**config.mk**
```make
export PLATFORM = sky130hd
export DESIGN_NAME = ifft_butterfly_pipe
export DESIGN_NICKNAME = d
export VERILOG_FILES = /design/src/rtl/ifft_butterfly_pipe.sv
export SDC_FILE = /design/constraint.sdc
export NUM_CORES = 2
export LEC_CHECK = 0
export CORE_UTILIZATION = 45
export DETAILED_ROUTE_END_ITERATION = 10
export PLACE_DENSITY = 0.63
export SLEW_MARGIN = 10
export SYNTH_ARGS = -nofsm -noshare
export SYNTH_HDL_FRONTEND = slang
export SYNTH_SLANG_ARGS = --single-unit
export TNS_END_PERCENT = 30
```
**constraint.sdc**
```tcl
create_clock -name clk -period 14.3 [get_ports clk]
set_clock_uncertainty 0.05 [all_clocks]
set_input_delay 3.575 -clock clk [delete_from_list [all_inputs] [get_ports clk]]
set_output_delay 3.575 -clock clk [all_outputs]
set_load 0.005 [all_outputs]
```
**src/rtl/ifft_butterfly_pipe.sv**
```systemverilog
// rtl/ifft_butterfly_pipe.sv - pipelined radix-2 DIF inverse butterfly with conjugated twiddle
module ifft_butterfly_pipe #(
    parameter int DW    = 16,
    parameter int TW    = 16,
    parameter int SCALE = 1
) (
    input  logic          clk,
    input  logic          rst,
    input  logic          in_valid,
    output logic          in_ready,
    input  logic [DW-1:0] ar,
    input  logic [DW-1:0] ai,
    input  logic [DW-1:0] br,
    input  logic [DW-1:0] bi,
    input  logic [TW-1:0] wr,
    input  logic [TW-1:0] wi,
    output logic          out_valid,
    input  logic          out_ready,
    output logic [DW-1:0] xr,
    output logic [DW-1:0] xi,
    output logic [DW-1:0] yr,
    output logic [DW-1:0] yi
);

    // Product width: (DW+1)-bit difference times TW-bit twiddle, summed twice.
    localparam int PW    = DW + TW + 1;
    // Right-shift applied to X and to Y (Y also drops the Q1.(TW-1) fraction).
    localparam int KX    = (SCALE != 0) ? 1 : 0;
    localparam int KY    = TW - 1 + KX;
    // Half-LSB rounding bias; evaluates to 0 when no shift is applied.
    localparam int RND_X = (1 << KX) >> 1;
    localparam int RND_Y = (1 << KY) >> 1;

    localparam logic signed [DW-1:0] DMAX = {1'b0, {(DW-1){1'b1}}};
    localparam logic signed [DW-1:0] DMIN = {1'b1, {(DW-1){1'b0}}};

    // Clamp a wide signed value into the DW-bit output range.
    function automatic logic signed [DW-1:0] sat_dw(input logic signed [PW:0] v);
        if (v > (PW+1)'(DMAX)) begin
            return DMAX;
        end else if (v < (PW+1)'(DMIN)) begin
            return DMIN;
        end else begin
            return v[DW-1:0];
        end
    endfunction

    // Single global advance: every stage moves together or everything holds.
    logic en;

    // Stage 1 registers: sum/difference and the twiddle that travels with them.
    logic                 v1_q;
    logic signed [DW:0]   s1r_q, s1i_q, d1r_q, d1i_q;
    logic signed [TW-1:0] w1r_q, w1i_q;
    logic signed [DW:0]   s1r_d, s1i_d, d1r_d, d1i_d;

    // Stage 2 registers: forwarded sum and full-precision conjugate product.
    logic                 v2_q;
    logic signed [DW:0]   s2r_q, s2i_q;
    logic signed [PW-1:0] p2r_q, p2i_q;
    logic signed [PW-1:0] p2r_d, p2i_d;

    // Stage 3 (output) registers.
    logic                 v3_q;
    logic signed [DW-1:0] xr_q, xi_q, yr_q, yi_q;
    logic signed [DW-1:0] xr_d, xi_d, yr_d, yi_d;

    // Rounded/shifted intermediates ahead of saturation.
    logic signed [PW:0]   xr_rnd, xi_rnd, yr_rnd, yi_rnd;

    assign en       = !v3_q || out_ready;
    assign in_ready = en;

    // Stage 1 arithmetic: sign-extended sum and difference of A and B.
    always_comb begin
        s1r_d = $signed({ar[DW-1], ar}) + $signed({br[DW-1], br});
        s1i_d = $signed({ai[DW-1], ai}) + $signed({bi[DW-1], bi});
        d1r_d = $signed({ar[DW-1], ar}) - $signed({br[DW-1], br});
        d1i_d = $signed({ai[DW-1], ai}) - $signed({bi[DW-1], bi});
    end

    // Stage 2 arithmetic: (dr + j di) * (wr - j wi), kept at full precision.
    always_comb begin
        p2r_d = PW'(d1r_q) * PW'(w1r_q) + PW'(d1i_q) * PW'(w1i_q);
        p2i_d = PW'(d1i_q) * PW'(w1r_q) - PW'(d1r_q) * PW'(w1i_q);
    end

    // Stage 3 arithmetic: round-half-up via bias plus arithmetic shift, then clamp.
    always_comb begin
        xr_rnd = ((PW+1)'(s2r_q) + (PW+1)'(RND_X)) >>> KX;
        xi_rnd = ((PW+1)'(s2i_q) + (PW+1)'(RND_X)) >>> KX;
        yr_rnd = ((PW+1)'(p2r_q) + (PW+1)'(RND_Y)) >>> KY;
        yi_rnd = ((PW+1)'(p2i_q) + (PW+1)'(RND_Y)) >>> KY;
        xr_d   = sat_dw(xr_rnd);
        xi_d   = sat_dw(xi_rnd);
        yr_d   = sat_dw(yr_rnd);
        yi_d   = sat_dw(yi_rnd);
    end

    // Pipeline registers: clear on reset, shift all stages together when en is high.
    always_ff @(posedge clk) begin
        if (rst) begin
            v1_q  <= 1'b0;
            s1r_q <= '0;
            s1i_q <= '0;
            d1r_q <= '0;
            d1i_q <= '0;
            w1r_q <= '0;
            w1i_q <= '0;
            v2_q  <= 1'b0;
            s2r_q <= '0;
            s2i_q <= '0;
            p2r_q <= '0;
            p2i_q <= '0;
            v3_q  <= 1'b0;
            xr_q  <= '0;
            xi_q  <= '0;
            yr_q  <= '0;
            yi_q  <= '0;
        end else if (en) begin
            v1_q  <= in_valid;
            s1r_q <= s1r_d;
            s1i_q <= s1i_d;
            d1r_q <= d1r_d;
            d1i_q <= d1i_d;
            w1r_q <= $signed(wr);
            w1i_q <= $signed(wi);
            v2_q  <= v1_q;
            s2r_q <= s1r_q;
            s2i_q <= s1i_q;
            p2r_q <= p2r_d;
            p2i_q <= p2i_d;
            v3_q  <= v2_q;
            xr_q  <= xr_d;
            xi_q  <= xi_d;
            yr_q  <= yr_d;
            yi_q  <= yi_d;
        end
    end

    assign out_valid = v3_q;
    assign xr        = xr_q;
    assign xi        = xi_q;
    assign yr        = yr_q;
    assign yi        = yi_q;

endmodule

```
==> impl_metrics.csv <==
group,metric,value,unit
logic_synthesis,ys_top_cells_by_count,"inv_1, fa_1, nand2_1, and2_1, ha_1",
global_route,grt_max_degree,168,
clock_tree,clock_latency,0.56,ns
die,core_area,0.1160,sq mm
route,first_pass_iters,5,
worst_setup_path,path_max_fanout,128,
placed_design,hpwlAfterDp,109.8,mm
layout,nNetsFinal,7550,
sta,tns,0,ns
logic_synthesis,synth_ff_type,"dfxtp_1",
placed_design,portBuffers,165,
sta,worst_hold_slack,0.4025,ns
route,avgRoutedWirePerCell,19.88,microns
global_route,overflow,0,
logic_synthesis,syn-mean-instance-area,8.922,sq um
die,rows,125,
sta,hold_viol_final,0,
logic_synthesis,synth_edf_count,0,
die,dieHeight,344.1,microns
clock_tree,numCtsBuffers,24,
sta,max_freq,0.1081,GHz
die,io_pins,166,
sta,tightest_slew,1.246,ns
worst_setup_path,critical_path_class,"primary input to primary output",
logic_synthesis,synth_top_cell_by_area,"fa_1",
layout,area_delta_synth_final,7.295,%
sta,drv_slew,0,
layout,fill_cells,11133,
route,viasPerCell,5.190,
route,drtIter0Drc,2568,
logic_synthesis,synth_most_common_cell,"inv_1",
logic_synthesis,yosysWarnings,0,
clock_tree,cts_root_buf,"clkbuf_16",
logic_synthesis,synth_top_area_share,46.07,%
clock_tree,hold_buffers,0,
worst_setup_path,cp-end-kind,"primary output",
clock_tree,tritoncts,"done",
min_path,min_path_cells,2,
global_route,grtUsageTotal,25.92,%
logic_synthesis,synth-seq-cells,235,
route,drc,0,
clock_tree,clk_pin_slew,0.07,ns
clock_tree,cts_setup_buffers,0,
route,detail-route-antenna-nets,0,
logic_synthesis,synth_area,0.05267,sq mm
sta,setup_viol_count_final,0,
logic_synthesis,ys_top_cells_by_area,"fa_1, inv_1, dfxtp_1",
route,wirelength,147.2,mm
sta,fin_crit,9.250,ns
clock_tree,clockBufferDepth,3,
logic_synthesis,yosysUniqueCellTypes,63,
logic_synthesis,syn_inst,5903,
layout,final_layout_size_suffix_gt1_share,2.329,%
logic_synthesis,async_flop_share,0,%
worst_setup_path,cp.arrival,5.62,ns
clock_tree,clock-sinks,235,
worst_setup_path,crit_required,10.68,ns
die,start_util,45.39,%
global_route,grt_pass1_vias,41161,
sta,min_period_over_period,64.68,%
job,drv_cap,0,
run_status,outcome,"finished clean",
clock_tree,ctsResizeCount,0,
worst_setup_path,rr_worst_depth,24,
logic_synthesis,ys_seq_area_share,8.932,%
placed_design,place.gp.congestion,0.8997,
clock_tree,h-tree-depth,1,
sta,relSlewSlack,14.79,%
global_route,antenna_found_initial,6,
die,die_area,0.1184,sq mm
route,route.vias.total,38446,
placed_design,placedCellCount,7363,
layout,instances_no_fill,7408,
worst_setup_path,crit_path_start_kind,"primary input",
global_route,grt_pass1_wl,235.5,mm
logic_synthesis,synth_nets,7588,
die,fp.dieW,344.1,microns
min_path,hp-class,"flop to flop",
sta,rsz0062_at_grt,"no",
==> layout by cell type (no fill, tap or decap), types with 4 or more instances in the layout <==
cell / instances
a31oi_1: 9
buf_4: 71
clkbuf_8: 4
clkbuf_16: 25
a211o_1: 5
o31ai_1: 6
or3_1: 17
ha_1: 373
nand2_1: 808
and3_1: 25
a21o_1: 25
nor3_1: 44
and2_1: 510
o21ai_0: 62
nand3b_1: 4
nand2b_1: 37
clkinv_2: 4
o211ai_1: 9
nor2b_1: 12
o21ba_2: 4
dfxtp_2: 4
xnor2_1: 125
dfxtp_1: 231
fa_1: 1212
inv_1: 1423
nand4_1: 10
o21a_1: 13
nor2_1: 203
nand3_1: 53
xor2_1: 47
a311oi_1: 7
clkdlybuf4s50_1: 164
o21bai_1: 10
a211oi_1: 71
a21oi_1: 186
==> path summary, 6_finish.rpt <==
| kind | start | to | slack (ns) |
|---|---|---|---|
| hold reg to reg | v1_q | v1_q | 0.40 |
| hold / removal | v1_q | v1_q | 0.40 |
| setup / recovery | out_ready | in_ready | 5.05 |
| setup reg to reg | w1i_q[2] | p2i_q[32] | 5.44 |
==> worst max-delay path, cell delays in order <==
cell             delay (ns)
clkdlybuf4s50_1        0.44
nor2b_4                0.14
buf_12                 0.45
inv_6                  0.35
clkdlybuf4s50_1        0.57
==> state kept, by name (all words and copies together) (netlist names), 17 cells and up <==
name,flops
s1r_q,17
p2r_q,18
s1i_q,17
s2r_q,17
s2i_q,17
p2i_q,18
==> layout make-up <==
class	count	area, sq um	area share [%]
Timing Repair Buffer	238	2226	3.939
Sequential cell	235	4710	8.334
Tap cell	1524	1907	3.374
Clock inverter	11	121.4	0.2148
Clock buffer	32	691.9	1.224
Inverter	1425	5354	9.474
Multi-Input combinational cell	3941	41500	73.43
Antenna cell	2	5.005	0.008856
==> per-stage QoR <==
stage / worst slack, ns / util, % / cell area, sq um
floorplan: 6.394 / - / 52670
global placement: 5.070 / 47.98 / 55690
detailed placement: 5.056 / 47.98 / 55690
CTS: 5.056 / 48.69 / 56500
global route: 4.941 / 48.69 / 56510
finish: 5.051 / 48.70 / 56510
==> logic make-up (layout without fill, tap and decap cells) <==
family                     Yosys count  count (layout)  synth area share (%)
other                                0               2                     0
buffers and inverters             1727            1706                 12.31
adders and majority gates         1585            1585                 54.93
DFF                                235             235                 8.932
AOI/OAI and AO/OA                  443             443                 5.262
muxes                                3               3               0.05939
and+or+nand+nor                   1738            1738                 15.65
xor gates and xnor gates           172             172                 2.860
==> routing by layer <==
| metal | global-route usage, % | share of wire (%) |
|---|---|---|
| met1 | 35.06 | 41 |
| met2 | 42.84 | 48 |
| met3 | 3.230 | 6.9 |
| met4 | 9.237 | 4.6 |
| met5 | 0 | 0.023 |
Power is left out: the tool's default activity adds up to more than one toggle a clock period on the data nets, which glitch-free logic cannot reach.
